===== config.mk =====
export PLATFORM = sky130hd
export DESIGN_NAME = scm_stream_reader_flat
export DESIGN_NICKNAME = d
export VERILOG_FILES = /design/src/rtl/scm_stream_reader_if.sv /design/src/rtl/scm_stream_reader.sv /design/src/flat_wrapper.sv
export SDC_FILE = /design/constraint.sdc
export NUM_CORES = 1
export LEC_CHECK = 0
export ABC_CLOCK_PERIOD_IN_PS = 16100
export CAP_MARGIN = 15
export CELL_PAD_IN_SITES_DETAIL_PLACEMENT = 1
export CELL_PAD_IN_SITES_GLOBAL_PLACEMENT = 1
export CORE_AREA = 10 10 122 102
export DETAILED_ROUTE_END_ITERATION = 7
export DIE_AREA = 0 0 132 112
export PLACE_DENSITY = 0.87
export REMOVE_ABC_BUFFERS = 1
export SLEW_MARGIN = 20
export SYNTH_ARGS = -nofsm -noshare
export SYNTH_HDL_FRONTEND = slang
export SYNTH_SLANG_ARGS = --single-unit

===== constraint.sdc =====
create_clock -name clk -period 16.1 [get_ports clk]
set_input_delay 4.83 -clock clk [delete_from_list [all_inputs] [get_ports clk]]
set_output_delay 4.83 -clock clk [all_outputs]
set_load 0.01 [all_outputs]

===== src/rtl/scm_stream_reader_if.sv =====
// Command, register-file and output-stream bundle for scm_stream_reader.
// SCM_STREAM_READER_LAST_EN adds out_last_o.
interface scm_stream_reader_if #(
    parameter int ADDR_WIDTH = 5,
    parameter int DATA_WIDTH = 32,
    parameter int LEN_WIDTH  = 6
);
    logic                  cmd_valid_i;
    logic                  cmd_ready_o;
    logic [ADDR_WIDTH-1:0] cmd_addr_i;
    logic [LEN_WIDTH-1:0]  cmd_len_i;
    logic                  rf_ren_o;
    logic [ADDR_WIDTH-1:0] rf_raddr_o;
    logic [DATA_WIDTH-1:0] rf_rdata_i;
    logic                  out_valid_o;
    logic                  out_ready_i;
    logic [DATA_WIDTH-1:0] out_data_o;
    logic                  busy_o;
    logic                  done_o;
`ifdef SCM_STREAM_READER_LAST_EN
    logic                  out_last_o;

    // master: command issuer, register file and stream sink
    modport master (
        output cmd_valid_i, cmd_addr_i, cmd_len_i, rf_rdata_i, out_ready_i,
        input  cmd_ready_o, rf_ren_o, rf_raddr_o, out_valid_o, out_data_o,
               busy_o, done_o, out_last_o
    );
    modport slave (
        input  cmd_valid_i, cmd_addr_i, cmd_len_i, rf_rdata_i, out_ready_i,
        output cmd_ready_o, rf_ren_o, rf_raddr_o, out_valid_o, out_data_o,
               busy_o, done_o, out_last_o
    );
`else
    modport master (
        output cmd_valid_i, cmd_addr_i, cmd_len_i, rf_rdata_i, out_ready_i,
        input  cmd_ready_o, rf_ren_o, rf_raddr_o, out_valid_o, out_data_o,
               busy_o, done_o
    );
    modport slave (
        input  cmd_valid_i, cmd_addr_i, cmd_len_i, rf_rdata_i, out_ready_i,
        output cmd_ready_o, rf_ren_o, rf_raddr_o, out_valid_o, out_data_o,
               busy_o, done_o
    );
`endif
endinterface


===== src/rtl/scm_stream_reader.sv =====
// Burst reader: streams consecutive register-file words through a 2-entry FIFO.
// Define SCM_STREAM_READER_LAST_EN to drive out_last_o on the final word of a burst.
module scm_stream_reader #(
    parameter int ADDR_WIDTH = 5,
    parameter int DATA_WIDTH = 32,
    parameter int LEN_WIDTH  = 6
) (
    input logic              clk,
    input logic              rst_n,
    scm_stream_reader_if.slave bus
);
    typedef enum logic [1:0] {IDLE, ISSUE, DRAIN} state_t;

    state_t                      state, state_nx;
    logic                        accept, ren, push, pop, inflight, done;
    logic [1:0]                  occ;
    logic [2:0]                  budget;
    logic                        wptr, rptr;
    logic [1:0][DATA_WIDTH-1:0]  mem;
    logic [LEN_WIDTH-1:0]        issue_left, pop_left;
    logic [ADDR_WIDTH-1:0]       next_addr, last_addr;

    assign accept = bus.cmd_valid_i && (state == IDLE);
    assign pop    = (occ != 2'd0) && bus.out_ready_i;
    assign push   = inflight;

    // Slots claimed after this cycle's pop; a read issued now lands once
    // that pop has freed its entry, so streaming keeps one word per cycle.
    assign budget = {1'b0, occ} + {2'b0, inflight} - {2'b0, pop};
    assign ren    = (state == ISSUE) && (budget < 3'd2);

    always_comb begin
        state_nx = state;
        case (state)
            IDLE:    if (accept && bus.cmd_len_i != '0) state_nx = ISSUE;
            ISSUE:   if (ren && issue_left == LEN_WIDTH'(1)) state_nx = DRAIN;
            DRAIN:   if (occ == 2'd0 && !inflight) state_nx = IDLE;
            default: state_nx = IDLE;
        endcase
    end

    always_ff @(posedge clk or negedge rst_n) begin
        if (!rst_n) state <= IDLE;
        else        state <= state_nx;
    end

    // Address generation; last_addr keeps the bus steady between reads.
    always_ff @(posedge clk or negedge rst_n) begin
        if (!rst_n) begin
            next_addr  <= '0;
            last_addr  <= '0;
            issue_left <= '0;
            inflight   <= 1'b0;
        end else begin
            inflight <= ren;
            if (accept) begin
                next_addr  <= bus.cmd_addr_i;
                issue_left <= bus.cmd_len_i;
            end else if (ren) begin
                next_addr  <= next_addr + ADDR_WIDTH'(1);
                last_addr  <= next_addr;
                issue_left <= issue_left - LEN_WIDTH'(1);
            end
        end
    end

    always_ff @(posedge clk or negedge rst_n) begin
        if (!rst_n) begin
            mem  <= '0;
            wptr <= 1'b0;
            rptr <= 1'b0;
            occ  <= 2'd0;
        end else begin
            if (push) begin
                mem[wptr] <= bus.rf_rdata_i;
                wptr      <= ~wptr;
            end
            if (pop) rptr <= ~rptr;
            occ <= occ + {1'b0, push} - {1'b0, pop};
        end
    end

    always_ff @(posedge clk or negedge rst_n) begin
        if (!rst_n) begin
            pop_left <= '0;
            done     <= 1'b0;
        end else begin
            done <= (accept && bus.cmd_len_i == '0) ||
                    (pop && pop_left == LEN_WIDTH'(1));
            if (accept)   pop_left <= bus.cmd_len_i;
            else if (pop) pop_left <= pop_left - LEN_WIDTH'(1);
        end
    end

    assign bus.cmd_ready_o = (state == IDLE);
    assign bus.rf_ren_o    = ren;
    assign bus.rf_raddr_o  = ren ? next_addr : last_addr;
    assign bus.out_valid_o = (occ != 2'd0);
    assign bus.out_data_o  = mem[rptr];
    assign bus.busy_o      = (state != IDLE);
    assign bus.done_o      = done;
`ifdef SCM_STREAM_READER_LAST_EN
    assign bus.out_last_o  = (occ != 2'd0) && (pop_left == LEN_WIDTH'(1));
`endif
endmodule


===== src/flat_wrapper.sv =====
// flat-port wrapper written by rule: the top's interface ports become plain ports
module scm_stream_reader_flat 
#(
    parameter int ADDR_WIDTH = 5,
    parameter int DATA_WIDTH = 32,
    parameter int LEN_WIDTH  = 6
)
  (clk, rst_n, bus_cmd_valid_i, bus_cmd_addr_i, bus_cmd_len_i, bus_rf_rdata_i, bus_out_ready_i, bus_cmd_ready_o, bus_rf_ren_o, bus_rf_raddr_o, bus_out_valid_o, bus_out_data_o, bus_busy_o, bus_done_o);
  scm_stream_reader_if #(.ADDR_WIDTH(ADDR_WIDTH), .DATA_WIDTH(DATA_WIDTH), .LEN_WIDTH(LEN_WIDTH)) bus_i ();
  input logic clk;
  input logic rst_n;
  input wire logic [$bits(bus_i.cmd_valid_i)-1:0] bus_cmd_valid_i;
  input wire logic [$bits(bus_i.cmd_addr_i)-1:0] bus_cmd_addr_i;
  input wire logic [$bits(bus_i.cmd_len_i)-1:0] bus_cmd_len_i;
  input wire logic [$bits(bus_i.rf_rdata_i)-1:0] bus_rf_rdata_i;
  input wire logic [$bits(bus_i.out_ready_i)-1:0] bus_out_ready_i;
  output wire logic [$bits(bus_i.cmd_ready_o)-1:0] bus_cmd_ready_o;
  output wire logic [$bits(bus_i.rf_ren_o)-1:0] bus_rf_ren_o;
  output wire logic [$bits(bus_i.rf_raddr_o)-1:0] bus_rf_raddr_o;
  output wire logic [$bits(bus_i.out_valid_o)-1:0] bus_out_valid_o;
  output wire logic [$bits(bus_i.out_data_o)-1:0] bus_out_data_o;
  output wire logic [$bits(bus_i.busy_o)-1:0] bus_busy_o;
  output wire logic [$bits(bus_i.done_o)-1:0] bus_done_o;
  assign bus_i.cmd_valid_i = bus_cmd_valid_i;
  assign bus_i.cmd_addr_i = bus_cmd_addr_i;
  assign bus_i.cmd_len_i = bus_cmd_len_i;
  assign bus_i.rf_rdata_i = bus_rf_rdata_i;
  assign bus_i.out_ready_i = bus_out_ready_i;
  assign bus_cmd_ready_o = bus_i.cmd_ready_o;
  assign bus_rf_ren_o = bus_i.rf_ren_o;
  assign bus_rf_raddr_o = bus_i.rf_raddr_o;
  assign bus_out_valid_o = bus_i.out_valid_o;
  assign bus_out_data_o = bus_i.out_data_o;
  assign bus_busy_o = bus_i.busy_o;
  assign bus_done_o = bus_i.done_o;
  scm_stream_reader #(.ADDR_WIDTH(ADDR_WIDTH), .DATA_WIDTH(DATA_WIDTH), .LEN_WIDTH(LEN_WIDTH)) u_core (.clk(clk), .rst_n(rst_n), .bus(bus_i));
endmodule

[After elaboration in Yosys (flattened, before gate mapping)]
Cells that the tools add are included.
W data, S select, Z words.
Storage, ports and cells
  flip-flop bits (word level): 94
  output and inout bits: 42
Cells by class
  reduce and logical (&&, ||, !) cells: 20
  $lt $le $gt $ge: 4
  bitwise operators: 2
  multiplexer cells: 16
  equal/unequal tests: 7
  add/sub/neg operators: 7
Operators with widths (count)
  $mux W32: 3
  $bwmux W64: 1
  $demux W32 S1: 1
  $mux W6: 4
  $mux W5: 3
  $eq A6 B1 Y1 const B: 2
  $sub A6 B1 Y6 const B: 2
  $logic_and A1 B1 Y1: 9
  $reduce_bool A2 Y1: 4
  $logic_not A6 Y1: 1
  $mux W2: 3
  $pmux W2 S3: 1
  $reduce_bool A6 Y1: 1
  $add A5 B1 Y5 const B: 1
  $logic_not A2 Y1: 2
  $lt A1 B2 Y1 const B: 2
  $ne A2 B1 Y1 const B: 2
  $add A2 B1 Y3: 1
  $lt A3 B2 Y1 const B: 1
  $reduce_and A3 Y1: 1
  $sub A3 B1 Y3: 1
  $add A2 B1 Y2: 1
  $eq A2 B1 Y1 const B: 1
  $eq A2 B2 Y1 const B: 1
  other kinds (6): 7

[Longest topological paths before layout]
  depth in word-level cells: 8
  mapped depth: 13

[Worst setup path after synthesis]
No wires, ideal clock.
  path kind: input -> output
  from: input bus_out_ready_i
  to: output bus_rf_raddr_o[1]
  path buffers: 2
  setup slack: 3.916 ns
  arrival: 7.354 ns
  data required time: 11.270 ns
  stages on the path: 11
  path through: o21ai_1 inv_1 ha_1 inv_1 ha_1 fa_1 or3b_1 or2_1 buf_6 buf_2 o21ai_0
Between the ends
  word-level cells in the longest chain between the ends: 5
RTL lines
  start, declared: RTL line flat_wrapper.sv:16  | input wire logic [$bits(bus_i.out_ready_i)-1:0] bus_out_ready_i;
  $logic_and A1 B1 Y1: RTL line scm_stream_reader.sv:24  | assign pop = (occ != 2'd0) && bus.out_ready_i;
  net u_core.pop: RTL line scm_stream_reader.sv:15  | logic accept, ren, push, pop, inflight, done;
  $sub A3 B1 Y3: RTL line scm_stream_reader.sv:29  | assign budget = {1'b0, occ} + {2'b0, inflight} - {2'b0, pop};
  net u_core.budget[1]: RTL line scm_stream_reader.sv:17  | logic [2:0] budget;
  $lt A3 B2 Y1: RTL line scm_stream_reader.sv:30  | assign ren = (state == ISSUE) && (budget < 3'd2);
  $logic_and A1 B1 Y1: RTL line scm_stream_reader.sv:30
  $mux W5: RTL line scm_stream_reader.sv:97  | assign bus.rf_raddr_o = ren ? next_addr : last_addr;
  end, declared: RTL line flat_wrapper.sv:19  | output wire logic [$bits(bus_i.rf_raddr_o)-1:0] bus_rf_raddr_o;
The timed path passes the listed nets, and every way through them passes these cells.

[Worst setup path after layout]
  from: input bus_out_ready_i
  to: output bus_rf_raddr_o[4]
The elaborated chain is that of the path after synthesis.

==> impl_results.md <==
- Outcome: completed
- Worst skew pair latency: 340 ps
- CTS max path bufs: 2
- Mapped cell area: 4310 um2
- Slew margin rel.: 0.286
- Nets: ~480
- Yosys warns: 0
- Most common library cell in the layout ignoring fill and taps: mux2_2
- Number of DRC markers in iteration 0: 189
- Placed Area: 5310 um2
- Syn Inst Count: 335
- Slew Viols, Final: 0
- Residual DRC: 0
- Layout cell share with drive strength beyond 1: 0.293
- P per Cell Area: ~230 nW/um2
- PostCTS Resize Cnt: 0
- Worst Tran Pin Value: 1070 ps
- Skew final: 9.20 ps
- # setup viols final: 0
- Fmax: ~73 MHz
- CTS buffer count: 9
- Post-DR wirelength/cell: between 15 and 20 um
- Yosys cell types: 39
- Seq cells post-synth: 94
- Fin. Hold Viols: 0
- Setup Fix Bufs, Post-CTS: 0
- Setup TNS: 0 ps
- Ys async rst share: 1.00
- Grt total ovfl: 0
- Initial antenna violation count: 0
- Die ar.: 14,800 um2
- Critical Setup Path Class: input pin to output port
- Core area: between 10,000 and 15,000 um2
- Row count: 33
- Via density per instance: a little over 5
- Total track usage: 0.147
- Fin crit share: 0.848
- Die Wd: between 100 and 150 um
- Seq/Total Area, Yosys: 0.546
- First-pass GRT wire length: around 18 mm
- Main synth FF type: dfrtp_1
- Pin count of the biggest net entering global routing: 76
- Global route hottest layer: met2
- Final WL: ~11 mm
- Worst setup SP type: input pin
- CP max FO: 23
- Post-DRT Antenna Nets: 0
- Met3 Use GR: 0.0472
- Vias in the first global route: 3,362
- Post-synth EDFFs: 0
- VDD IR-drop max: 0.000102 V
- WHS: 475 ps
- Layout area overhead: 30.8%
- Ant. Diodes: 0
- Avg Inst Size Synth: between 10 and 15 um2
- H-tree levels: 3
- DP HPWL: roughly 7.6 mm
- Chip height: 112 um
- Crit path time final: ~14,000 ps
- Clk sinks: 94
- CTS Root Cell: clkbuf_16
- Design Area, Final: 5640 um2
- RSZ-0062 raised after global routing: no
- CTS tree: yes
- CP Capture Type: output port
- Clock transition at path regs: about 70 ps
- Leakage: 2.39 nW
- Met2 Resource Use GR: 0.245
- Worst Path Arrival: 8830 ps
- Max Cap Viol: 0
- Vias: 2,883
- Number of port buffers: 88
- Fill cell count: around 1,000
- CP required: 11,270 ps
- GR Util met1: 0.186
- Min-Delay Path Class: register to register
- Hold Buf Count CTS: 0
- Commonest non-fill, non-tap cells in the layout: mux2_2 (96), dfrtp_1 (94), clkdlybuf4s50_1 (87), nand2_1 (32), inv_1 (13)
- # IOs: 89
- Drt first pass iters: 4
- Initial Util: 0.430
- Placer Congestion: 0.775
-- state kept, by name (all words and copies together) (netlist names) --
register / count
u_core.mem: 64
u_core.issue_left: 6
u_core.pop_left: 6
u_core.last_addr: 5
u_core.next_addr: 5
u_core.occ: 2
u_core.state: 2
u_core.bus.done_o: 1
u_core.inflight: 1
u_core.rptr: 1
u_core.wptr: 1
-- routing by layer --
| layer | vias to the layer above | part of all wire |
|---|---|---|
| met1 | 1449 | 0.47 |
| met4 | 0 | 0.0061 |
| met2 | 72 | 0.47 |
| met3 | 10 | 0.049 |
| li1 | 1352 | - |
| met5 | - | 0 |
-- synth_stat cells, types with 3 or more instances --
cell type  instances  area share
nor4_1             3      0.0044
ha_1               7       0.020
nor3_1             4      0.0046
nand2_1           32       0.028
o211ai_1           5      0.0087
o21ai_0           11       0.013
xnor2_1            7       0.014
mux2_2            96        0.25
buf_6              3      0.0078
clkbuf_1           6      0.0052
dfrtp_1           94        0.55
a21o_1             3      0.0052
inv_1             13       0.011
nor2_1             7      0.0061
buf_2              4      0.0046
a21oi_1            4      0.0046
nand3_1            4      0.0046
buf_1              3      0.0026
-- layout make-up --
cell class              count  area, um2  share of cell area
multi-input cells         211       1830               0.324
clock inverters             5       88.8              0.0158
repair buffers             91        901               0.160
clock buffers              11        243              0.0430
flip-flops and latches     94       2350               0.417
well taps                 140        175              0.0311
inverters                  14       52.6             0.00932
-- kinds of logic after synthesis --
group           count (synthesis)  synth area share
simple gates                   61            0.0688
fa+ha+maj                       8            0.0250
compound gates                 37            0.0592
mux                            96             0.251
flops                          94             0.546
buf+inv                        30            0.0325
xor+xnor                        9            0.0183
-- through the flow --
step | setup slack [ps] | instances | power, W | utilization
3_5_place_dp | 2420 | 550 | 0.00107 | 0.529
4_1_cts | 2420 | 566 | 0.00132 | 0.562
6_report | 2440 | 566 | 0.00130 | 0.562
2_1_floorplan | 3840 | 319 | 0.000787 | -
3_3_place_gp | 2630 | 550 | 0.00104 | 0.529
5_1_grt | 2180 | 566 | 0.00139 | 0.562
-- power breakdown --
part	switching (W)	total, W	internal [W]	leakage, nW
logic	0.000276	0.000631	0.000355	1.10
registers	0.0000753	0.000431	0.000356	1.12
clock network	0.0000912	0.000234	0.000143	0.163
total	0.000443	0.00130	0.000853	2.39
-- worst paths after layout --
| kind | from | to | slack [ps] | cells past startpoint |
|---|---|---|---|---|
| setup reg to reg | u_core.occ[1] | u_core.next_addr[3] | 12140 | 11 |
| max in group asynchronous | rst_n | u_core.mem[12] | 10530 | 2 |
| setup / recovery | bus_out_ready_i | bus_rf_raddr_o[4] | 2440 | 13 |
| min in group asynchronous | rst_n | u_core.mem[43] | 4350 | 1 |
| hold reg to reg | u_core.last_addr[0] | u_core.last_addr[0] | 470 | 2 |
| hold / removal | u_core.last_addr[0] | u_core.last_addr[0] | 470 | 2 |
-- worst max-delay path: stages --
cell	delay, ps
clkdlybuf4s50_1	420
o21ai_1	330
inv_1	210
ha_1	320
inv_1	40
ha_1	200
fa_1	480
or3b_1	400
or2_1	510
inv_2	340
nand2_1	110
nand2_1	70
clkdlybuf4s50_1	540
Power figures use the tool's default switching activity.
